$ cat src/rtl/ballot_encryptor_pkg.sv
// Shared types and size derivations for the ballot encryptor.
package ballot_encryptor_pkg;

    typedef enum logic [2:0] {
        IDLE         = 3'd0,
        REQUEST      = 3'd1,
        STREAM_PLAIN = 3'd2,
        STREAM_CAST  = 3'd3,
        NEXT         = 3'd4
    } state_t;

    // Blocks per ciphertext: the ciphertext lives modulo n^2, so it is twice the modulus width.
    function automatic int num_blocks(input int register_size, input int bits_in_num);
        return (2 * bits_in_num) / register_size;
    endfunction

    // Candidate index width, never narrower than one bit.
    function automatic int cand_w(input int num_candidates);
        return (num_candidates > 1) ? $clog2(num_candidates) : 1;
    endfunction

    // Block counters must reach NUM_BLOCKS itself so "one too many" is detectable.
    function automatic int cnt_w(input int blocks);
        return $clog2(blocks + 1);
    endfunction

endpackage

$ cat src/rtl/ballot_encryptor_checker.sv
// Captures the accepted ballot and judges it: at most one vote set is legal.
module ballot_checker #(
    parameter int WIDTH = 4
) (
    input  logic             clk,
    input  logic             rst_n,
    input  logic             load,
    input  logic [WIDTH-1:0] ballot,
    output logic [WIDTH-1:0] ballot_q,
    output logic             bad,
    output logic             error_pulse
);

    // True when no more than one bit of the vector is set (abstain is legal).
    function automatic logic at_most_one(input logic [WIDTH-1:0] v);
        return (v & (v - WIDTH'(1))) == {WIDTH{1'b0}};
    endfunction

    // Register the ballot and its verdict on acceptance; the error pulse lasts one cycle.
    always_ff @(posedge clk or negedge rst_n) begin
        if (!rst_n) begin
            ballot_q    <= {WIDTH{1'b0}};
            bad         <= 1'b0;
            error_pulse <= 1'b0;
        end else if (load) begin
            ballot_q    <= ballot;
            bad         <= !at_most_one(ballot);
            error_pulse <= !at_most_one(ballot);
        end else begin
            error_pulse <= 1'b0;
        end
    end

endmodule

$ cat src/rtl/ballot_encryptor.sv
// Ballot encryptor: walks every candidate, streams r^n for each, and routes the
// voted candidate's blocks through the external multiply/reduce path.
module ballot_encryptor
    import ballot_encryptor_pkg::*;
#(
    parameter int REGISTER_SIZE  = 32,
    parameter int BITS_IN_NUM    = 4096,
    parameter int NUM_CANDIDATES = 4
) (
    input  logic                                  clk_in,
    input  logic                                  rst_n_in,
    input  logic [NUM_CANDIDATES-1:0]             ballot_in,
    input  logic                                  ballot_valid_in,
    output logic                                  ballot_ready_out,
    input  logic [REGISTER_SIZE-1:0]              rn_data_in,
    input  logic                                  rn_valid_in,
    output logic                                  rn_request_out,
    output logic [REGISTER_SIZE-1:0]              cast_data_out,
    output logic                                  cast_valid_out,
    input  logic [REGISTER_SIZE-1:0]              cast_data_in,
    input  logic                                  cast_valid_in,
    output logic [REGISTER_SIZE-1:0]              data_out,
    output logic                                  valid_out,
    output logic                                  last_out,
    output logic [cand_w(NUM_CANDIDATES)-1:0]     cand_idx_out,
    output logic                                  ballot_error_out,
    output logic                                  protocol_error_out,
    output logic                                  busy_out
);

    localparam int NUM_BLOCKS = num_blocks(REGISTER_SIZE, BITS_IN_NUM);
    localparam int CAND_W     = cand_w(NUM_CANDIDATES);
    localparam int CNT_W      = cnt_w(NUM_BLOCKS);

    localparam logic [CNT_W-1:0]  LAST_BLK  = CNT_W'(NUM_BLOCKS - 1);
    localparam logic [CNT_W-1:0]  FULL_BLK  = CNT_W'(NUM_BLOCKS);
    localparam logic [CAND_W-1:0] LAST_CAND = CAND_W'(NUM_CANDIDATES - 1);

    state_t                      state_r;
    state_t                      next_state_s;
    logic [CAND_W-1:0]           cand_r;
    logic [CNT_W-1:0]            in_cnt_r;
    logic [CNT_W-1:0]            out_cnt_r;

    logic [NUM_CANDIDATES-1:0]   ballot_q_s;
    logic                        ballot_bad_s;
    logic                        accept_s;
    logic                        in_stream_s;
    logic                        rn_take_s;
    logic                        cast_take_s;
    logic                        rn_drop_s;
    logic                        cast_drop_s;
    logic                        emit_s;
    logic                        emit_last_s;
    logic [REGISTER_SIZE-1:0]    emit_data_s;
    logic                        cand_bit_s;

    assign accept_s    = ballot_valid_in && (state_r == IDLE);
    assign in_stream_s = (state_r == STREAM_PLAIN) || (state_r == STREAM_CAST);
    // Blocks past the per-candidate quota, or arriving in the wrong state, are dropped.
    assign rn_take_s   = rn_valid_in && in_stream_s && (in_cnt_r < FULL_BLK);
    assign cast_take_s = cast_valid_in && (state_r == STREAM_CAST) && (out_cnt_r < FULL_BLK);
    assign rn_drop_s   = rn_valid_in && !rn_take_s;
    assign cast_drop_s = cast_valid_in && !cast_take_s;
    assign cand_bit_s  = ballot_q_s[cand_r];
    assign emit_last_s = emit_s && (out_cnt_r == LAST_BLK);

    ballot_checker #(
        .WIDTH (NUM_CANDIDATES)
    ) u_checker (
        .clk         (clk_in),
        .rst_n       (rst_n_in),
        .load        (accept_s),
        .ballot      (ballot_in),
        .ballot_q    (ballot_q_s),
        .bad         (ballot_bad_s),
        .error_pulse (ballot_error_out)
    );

    // Select which input feeds the ciphertext output in the current stream state.
    always_comb begin
        emit_s      = 1'b0;
        emit_data_s = {REGISTER_SIZE{1'b0}};
        if (state_r == STREAM_PLAIN) begin
            emit_s      = rn_take_s;
            emit_data_s = rn_data_in;
        end else if (state_r == STREAM_CAST) begin
            emit_s      = cast_take_s;
            emit_data_s = cast_data_in;
        end else begin
            emit_s      = 1'b0;
            emit_data_s = {REGISTER_SIZE{1'b0}};
        end
    end

    // State register.
    always_ff @(posedge clk_in or negedge rst_n_in) begin
        if (!rst_n_in) begin
            state_r <= IDLE;
        end else begin
            state_r <= next_state_s;
        end
    end

    // Next-state logic; a rejected ballot bails out of REQUEST before any request is made.
    always_comb begin
        next_state_s = state_r;
        case (state_r)
            IDLE: begin
                if (accept_s) next_state_s = REQUEST;
                else          next_state_s = IDLE;
            end
            REQUEST: begin
                if (ballot_bad_s)    next_state_s = IDLE;
                else if (cand_bit_s) next_state_s = STREAM_CAST;
                else                 next_state_s = STREAM_PLAIN;
            end
            STREAM_PLAIN, STREAM_CAST: begin
                if (emit_last_s) next_state_s = NEXT;
                else             next_state_s = state_r;
            end
            NEXT: begin
                if (cand_r == LAST_CAND) next_state_s = IDLE;
                else                     next_state_s = REQUEST;
            end
            default: next_state_s = IDLE;
        endcase
    end

    // State-decoded handshake/status outputs.
    always_comb begin
        ballot_ready_out = 1'b0;
        busy_out         = 1'b1;
        case (state_r)
            IDLE: begin
                ballot_ready_out = 1'b1;
                busy_out         = 1'b0;
            end
            default: begin
                ballot_ready_out = 1'b0;
                busy_out         = 1'b1;
            end
        endcase
    end

    // Candidate index and the independent input/output block counters.
    always_ff @(posedge clk_in or negedge rst_n_in) begin
        if (!rst_n_in) begin
            cand_r    <= {CAND_W{1'b0}};
            in_cnt_r  <= {CNT_W{1'b0}};
            out_cnt_r <= {CNT_W{1'b0}};
        end else if (state_r == IDLE) begin
            cand_r    <= {CAND_W{1'b0}};
            in_cnt_r  <= {CNT_W{1'b0}};
            out_cnt_r <= {CNT_W{1'b0}};
        end else if (state_r == NEXT) begin
            in_cnt_r  <= {CNT_W{1'b0}};
            out_cnt_r <= {CNT_W{1'b0}};
            if (cand_r != LAST_CAND) begin
                cand_r <= cand_r + CAND_W'(1);
            end
        end else begin
            if (rn_take_s) begin
                in_cnt_r <= in_cnt_r + CNT_W'(1);
            end
            if (emit_s) begin
                out_cnt_r <= out_cnt_r + CNT_W'(1);
            end
        end
    end

    // Registered datapath outputs: request pulse, cast forwarding, ciphertext stream, sticky error.
    always_ff @(posedge clk_in or negedge rst_n_in) begin
        if (!rst_n_in) begin
            rn_request_out     <= 1'b0;
            cast_valid_out     <= 1'b0;
            cast_data_out      <= {REGISTER_SIZE{1'b0}};
            valid_out          <= 1'b0;
            last_out           <= 1'b0;
            data_out           <= {REGISTER_SIZE{1'b0}};
            cand_idx_out       <= {CAND_W{1'b0}};
            protocol_error_out <= 1'b0;
        end else begin
            rn_request_out <= (state_r == REQUEST) && !ballot_bad_s;
            cast_valid_out <= rn_take_s && (state_r == STREAM_CAST);
            if (rn_take_s && (state_r == STREAM_CAST)) begin
                cast_data_out <= rn_data_in;
            end
            valid_out <= emit_s;
            last_out  <= emit_last_s;
            if (emit_s) begin
                data_out     <= emit_data_s;
                cand_idx_out <= cand_r;
            end
            protocol_error_out <= protocol_error_out | rn_drop_s | cast_drop_s;
        end
    end

endmodule
$ cat config.mk
export PLATFORM = sky130hd
export DESIGN_NAME = ballot_encryptor
export DESIGN_NICKNAME = d
export VERILOG_FILES = /design/src/rtl/ballot_encryptor_pkg.sv /design/src/rtl/ballot_encryptor_checker.sv /design/src/rtl/ballot_encryptor.sv
export SDC_FILE = /design/constraint.sdc
export NUM_CORES = 1
export LEC_CHECK = 0
export ABC_AREA = 1
export ABC_CLOCK_PERIOD_IN_PS = 1350
export CORE_UTILIZATION = 42
export CTS_CLUSTER_DIAMETER = 60
export DETAILED_ROUTE_END_ITERATION = 16
export GPL_ROUTABILITY_DRIVEN = 0
export GPL_TIMING_DRIVEN = 0
export MAX_ROUTING_LAYER = met4
export PLACE_DENSITY = 0.77
export SLEW_MARGIN = 10
export SYNTH_ARGS = -nofsm -noshare
export SYNTH_HDL_FRONTEND = slang
export SYNTH_SLANG_ARGS = --single-unit
$ cat constraint.sdc
create_clock -name clk_in -period 1.35 [get_ports clk_in]
set_input_delay 0.405 -clock clk_in [delete_from_list [all_inputs] [get_ports clk_in]]
set_output_delay 0.405 -clock clk_in [all_outputs]
set_load 0.01 [all_outputs]
==> results of run 1 <==
## registers in the layout, indices dropped and copies added, names as in the netlist
name and count:
cand_r 2, u_checker.ballot_q 4, last_out 1, u_checker.error_pulse 1, cast_data_out 32, protocol_error_out 1
u_checker.bad 1, data_out 32, out_cnt_r 9, in_cnt_r 9, rn_request_out 1, state_r 3
cand_idx_out 2, cast_valid_out 1, valid_out 1
## routing by layer
metal / up-vias / wire (µm) / GRT usage, % / share of wire, %
met5: - / 0 / - / 0
met4: 0 / 1060 / 14.1 / 5.5
met3: 93 / 1520 / 6.32 / 7.9
met2: 319 / 9800 / 50.9 / 51
met1: 2567 / 6970 / 34.0 / 36
li1: 2252 / - / - / -
## cell families after synthesis
family,count (synthesis),share of synthesized area [%]
AO/OA/AOI/OAI,123,13.8
XOR/XNOR,4,0.768
adder cells (fa/ha/maj),4,1.10
buffers and inverters,94,8.77
flip-flops,100,54.8
AND/OR/NAND/NOR,222,20.7
## worst paths after layout
path	from	endpoint	slack (ns)	cells after the start
min in group clk_in	protocol_error_out	protocol_error_out	0.49	1
setup reg to reg	state_r[2]	cast_data_out[27]	-0.44	8
hold / removal	rst_n_in	cast_data_out[9]	0.49	2
setup / recovery	state_r[2]	cast_data_out[27]	-0.44	8
max in group asynchronous	rst_n_in	out_cnt_r[2]	0.20	3
hold reg to reg	protocol_error_out	protocol_error_out	0.49	1
## cells in the mapped netlist, types with 2 or more instances
cell / n / area share, %
xor2_1: 3 / 0.58
nand3b_1: 2 / 0.33
nand3_1: 16 / 1.8
clkbuf_1: 4 / 0.33
dfrtp_1: 100 / 55
o21ai_0: 33 / 3.6
ha_1: 4 / 1.1
a21oi_1: 69 / 7.6
nand4_1: 8 / 1.1
nand2_1: 94 / 7.7
nand3_2: 2 / 0.44
inv_1: 69 / 5.7
buf_6: 4 / 0.99
nand2_2: 2 / 0.27
nor3_1: 3 / 0.33
buf_2: 14 / 1.5
inv_2: 3 / 0.25
nor2_1: 89 / 7.3
o21ai_1: 15 / 1.6
o211ai_1: 3 / 0.49
nand2_4: 2 / 0.49
## metrics by stage
| stage | worst slack (ns) | setup TNS, ns | cells |
|---|---|---|---|
| after global routing | -0.496 | -36.39 | 935 |
| final | -0.443 | -33.51 | 935 |
| after detailed placement | -0.833 | -66.41 | 830 |
| after floorplan | -0.125 | -8.39 | 547 |
| after CTS | -0.330 | -17.59 | 910 |
| after global placement | -3.83 | -444.82 | 829 |
## report_power, final
part	leakage (nW)	switching, mW	internal, mW
Combinational	2.51	0.707	0.696
Sequential	1.27	0.119	3.15
Clock	0.110	1.14	1.11
Total	3.89	1.96	4.96
## worst max-delay path, delay by kind of cell (launching register included)
family / cells / cell delay [ns]
buffers and inverters: 4 / 0.62
DFF: 1 / 0.46
and+or+nand+nor: 3 / 0.43
AOI/OAI and AO/OA: 1 / 0.19
## repair_timing
item,CTS,global route
pin swaps,18,18
endpoints found under the hold margin,31,0
buffers inserted,47,23
cloned,16,4
hold buffers,1,0
resized for setup,448,129
endpoints found under the setup margin,172,153
## layout make-up
class	count	area, µm²	share of cell area, %
Sequential cell	100	2500	31.3
Multi-Input combinational cell	356	2380	29.8
Timing Repair Buffer	234	2140	26.7
Buffer	21	290	3.63
Inverter	72	279	3.49
Tap cell	136	170	2.13
Clock buffer	10	138	1.72
Clock inverter	6	92.6	1.16
## cell usage in the layout (no fill, tap or decap), types with 13 or more instances in the layout
cell / n
a21oi_1: 19
buf_6: 21
nand2_4: 24
buf_8: 20
a21oi_2: 46
nand3_1: 13
nand2_1: 53
o21ai_1: 15
inv_1: 62
nor2_1: 78
dfrtp_1: 98
nand2_2: 19
buf_4: 56
buf_2: 68
o21ai_2: 27
clkdlybuf4s50_1: 70
==> out/summary.txt, run 1 <==
status: complete, but fails checks
failing checks: negative setup slack
Starting Density: 43.8%
total grt overflow: 0
Fin Clk Skew: 0.0221 ns
Pins Over Slew Limit: 0
Vias: 5231
GRT Resource Usage Total: 30.1%
min cycle time layout: 1.79 ns
WP data arrival: 2.06 ns
Setup CP Type: reg -> reg
final net count: 871
Clock Pin Slew Worst Setup and Hold Paths: 0.11 ns
Die H: 106 µm
Max Freq: 558 MHz
drt wl/cell: 20.7 µm
die footprint: 11300 µm²
Distinct cells, synth: 29
Final Cycle Share: 133%
Final Hold Viols: 0
vias in the first global route: 4998
maximum vdd drop: 0.729 mV
DRC Markers: 0
most frequent CP cell: buf_6
CP required: 1.62 ns
P_leak: 3.89 nW
total CTS buffers: 9
Placed Area: 6280 µm²
# fillers: 597
crit-path max cell delay: 0.46 ns
#FFs+latches synth: 100
largest net degree at the start of global routing: 66
Worst Setup Start Kind: flop
Max-slew headroom: 46.0%
post-route setup slack: -0.443 ns
pwr dens: 866 nW/µm²
Max FO, Critical Path: 5
Die Wd: 106 µm
Pre-antenna DRT Iters: 5
Pwr Total: 6.92 mW
Post-synth EDFFs: 0
initial antenna violation count: 0
Post-DRT Antenna Nets: 0
Clk Latency, worst-skew pair: 0.37 ns
final setup fails: 110
Synth Instances: 547
Sink Count: 100
Worst Hold Margin: 0.485 ns
Worst Hold Class: in -> async
Layout Area Growth over Synthesis: 75.1%
Rows: 37
Final Cell Area: 7990 µm²
CORE AREA: 10400 µm²
share of flip-flops with an asynchronous set or reset: 100%
Worst Tran Pin Value: 0.803 ns
Slowest cell on crit path: dfrtp_1
IO Count: 147
Mapped Nets: 624
mean post-synth cell area: 8.34 µm²
Routed WL: 19300 µm
sequence of cells on the critical path: inv_2, nand2_4, nor3_4, buf_6, nand2_8, buf_6, clkbuf_16, o21ai_1
Post-Syn Area: 4560 µm²
Setup crit end kind: flop
RSZ-0062 raised after global routing: true
MaxCap Viol Count: 0
Max Buffers Root-to-Sink: 2
Synth warnings: 0
sequential area share after synthesis: 54.8%
global-route wire length before repair: 25500 µm
vias per std cell: 5.59
hpwl dp: 9540 µm
Clk Tree Root Cell: clkbuf_8
post-layout util: 76.7%
TritonCTS clock tree: done
IO buf count: 146
share of layout cells above drive strength 1: 44.8%
H-tree levels: 3
# diodes: 0
ys flop type: dfrtp_1
First DRT Iteration DRCs: 391
Power figures use the tool's default switching activity.
==> run 2, diff against run 1 <==
SETUP_SLACK_MARGIN = 0.02   (was unset)
==> run 2 against run 1 <==
The run still ends with negative setup slack left; global-route usage increased by 3.0 points; die area unchanged; wire length increased by 24%; sequential power is essentially flat; flip-flop and latch count is the same; setup slack worse by 0.023 ns; cell count up 5.3%; sequential share of layout area down 2.6 points; clock skew shrank 0.0039 ns; register-to-register slack worse by 0.02 ns; fmax is 1.3% lower; largest cell class is now non-clock buffers.
==> out/summary.txt, run 2 (synthesized netlist as in run 1, its figures left out) <==
maximum vdd drop: 0.696 mV
Die H: 106 µm
Routed WL: 24100 µm
MaxCap Viol Count: 0
Vias: 5976
setup TNS: -33.92 ns
Setup CP Type: reg -> reg
Starting Density: 43.8%
RR Startpoint: state_r[2]
P_leak: 4.24 nW
Final Hold Viols: 0
global-route wire length before repair: 27900 µm
Pins Over Slew Limit: 0
WP data arrival: 2.12 ns
largest net degree at the start of global routing: 66
R2R setup slack: -0.47 ns
vias per std cell: 6.07
CP required: 1.66 ns
Worst Setup Start Kind: flop
total CTS buffers: 9
HP Start: rn_valid_in
status: complete, but fails checks
final setup fails: 141
register area: 2500 µm²
Clk Tree Root Cell: clkbuf_8
DRC Markers: 0
Worst Tran Pin Value: 0.480 ns
share of layout cells above drive strength 1: 52.0%
Die Wd: 106 µm
Layout Area Growth over Synthesis: 91.3%
area of the multi-input gates: 2630 µm²
commonest non-fill, non-tap cell in the layout: buf_4
Max-slew headroom: 67.7%
Post-Place Worst Slack: -0.789 ns
Setup crit end kind: flop
drt wl/cell: 24.4 µm
H-tree levels: 3
post-route setup slack: -0.466 ns
TritonCTS clock tree: done
Pre-antenna DRT Iters: 6
# fillers: 419
Clk Latency, worst-skew pair: 0.40 ns
Worst Hold Margin: 0.474 ns
biggest registers after layout: cast_data_out: 32 flops, data_out: 32 flops
CP startpoint: state_r[2]
Post-DRT Antenna Nets: 0
RSZ-0062 raised after global routing: true
GRT Resource Usage Total: 33.0%
R2R depth: 10
die footprint: 11300 µm²
Clock Pin Slew Worst Setup and Hold Paths: 0.11 ns
Final Cycle Share: 135%
Pwr Total: 7.60 mW
Worst Hold Class: in -> reg
First DRT Iteration DRCs: 813
hpwl dp: 9200 µm
total grt overflow: 0
failing checks: negative setup slack
final net count: 920
commonest non-fill, non-tap cells in the layout: buf_4, dfrtp_1, clkdlybuf4s50_1, inv_1, buf_2
initial antenna violation count: 1
Sink Count: 100
Fin Clk Skew: 0.0182 ns
post-layout util: 83.8%
CORE AREA: 10400 µm²
Max Buffers Root-to-Sink: 2
Hold Path Sink: protocol_error_out
IO buf count: 146
vias in the first global route: 5413
pwr dens: 871 nW/µm²
Max FO, Critical Path: 5
IO Count: 147
Hold Crit Depth: 3
Rows: 37
capturing point of the worst reg2reg path: data_out[14]
min cycle time layout: 1.82 ns
Max Freq: 551 MHz
## run 2: cell types whose count changed in the layout (fill, tap and decap cells not counted), moves of 5 or more
cell	change
buf_4	+46
nor2_4	+30
nor2_1	-24
buf_6	+22
nand2_1	-11
buf_2	-10
buf_8	-10
a21oi_1	+7
nand2_2	+6
nor2_2	-6
buf_12	+5
## run 2: how the worst max path moves through the flow
stage,to,slack (ns),cells after the start
floorplan,data_out[10],-0.12,8
global placement,data_out[26],-3.83,1
detailed placement,data_out[14],-0.79,8
CTS,busy_out,-0.30,5
global route,data_out[12],-0.60,9
finish,data_out[14],-0.47,10
## run 2: layout make-up
| cell class | instances | area share [%] |
|---|---|---|
| Antenna cell | 1 | 0.0287 |
| Multi-Input combinational cell | 354 | 30.1 |
| Buffer | 22 | 3.64 |
| Clock buffer | 11 | 1.73 |
| Inverter | 72 | 3.28 |
| Sequential cell | 100 | 28.7 |
| Tap cell | 136 | 1.95 |
| Timing Repair Buffer | 284 | 29.3 |
| Clock inverter | 5 | 1.22 |
## run 2: per-stage QoR
stage               instances  cell area (µm²)
floorplan                 547             4630
global placement          829             6260
detailed placement        830             6280
CTS                       947             7860
global route              985             8730
finish                    985             8730
## run 2: what timing repair did
| action | CTS | global route |
|---|---|---|
| hold buffers | 1 | 0 |
| gates cloned | 14 | 1 |
| setup buffers | 86 | 41 |
| hold endpoints to repair | 2 | 0 |
| endpoints found under the setup margin | 172 | 160 |
| resized for setup | 521 | 147 |
| pin swaps | 24 | 20 |
## run 2: metal layers
layer,share of wire (%),GRT usage [%],up-vias
met5,0,-,-
met4,7.9,15.9,0
met1,34,38.0,2852
met2,48,56.8,581
met3,10,4.78,192
li1,-,-,2351
## run 2: power breakdown
| part | total (mW) | switching (mW) | internal, mW | leakage [nW] |
|---|---|---|---|---|
| logic | 1.79 | 0.889 | 0.906 | 2.84 |
| registers | 3.28 | 0.132 | 3.15 | 1.27 |
| clock network | 2.52 | 1.18 | 1.34 | 0.126 |
| total | 7.60 | 2.20 | 5.40 | 4.24 |
## run 2: worst max-delay path, stage by stage, from the launching register on
cell and delay [ns]:
dfrtp_1 0.44, inv_2 0.13, nand2_8 0.08, clkinvlp_4 0.10, buf_6 0.11, nand4_4 0.16, nand2_8 0.16, buf_8 0.14
buf_8 0.15, nor2_2 0.05, a21oi_2 0.20
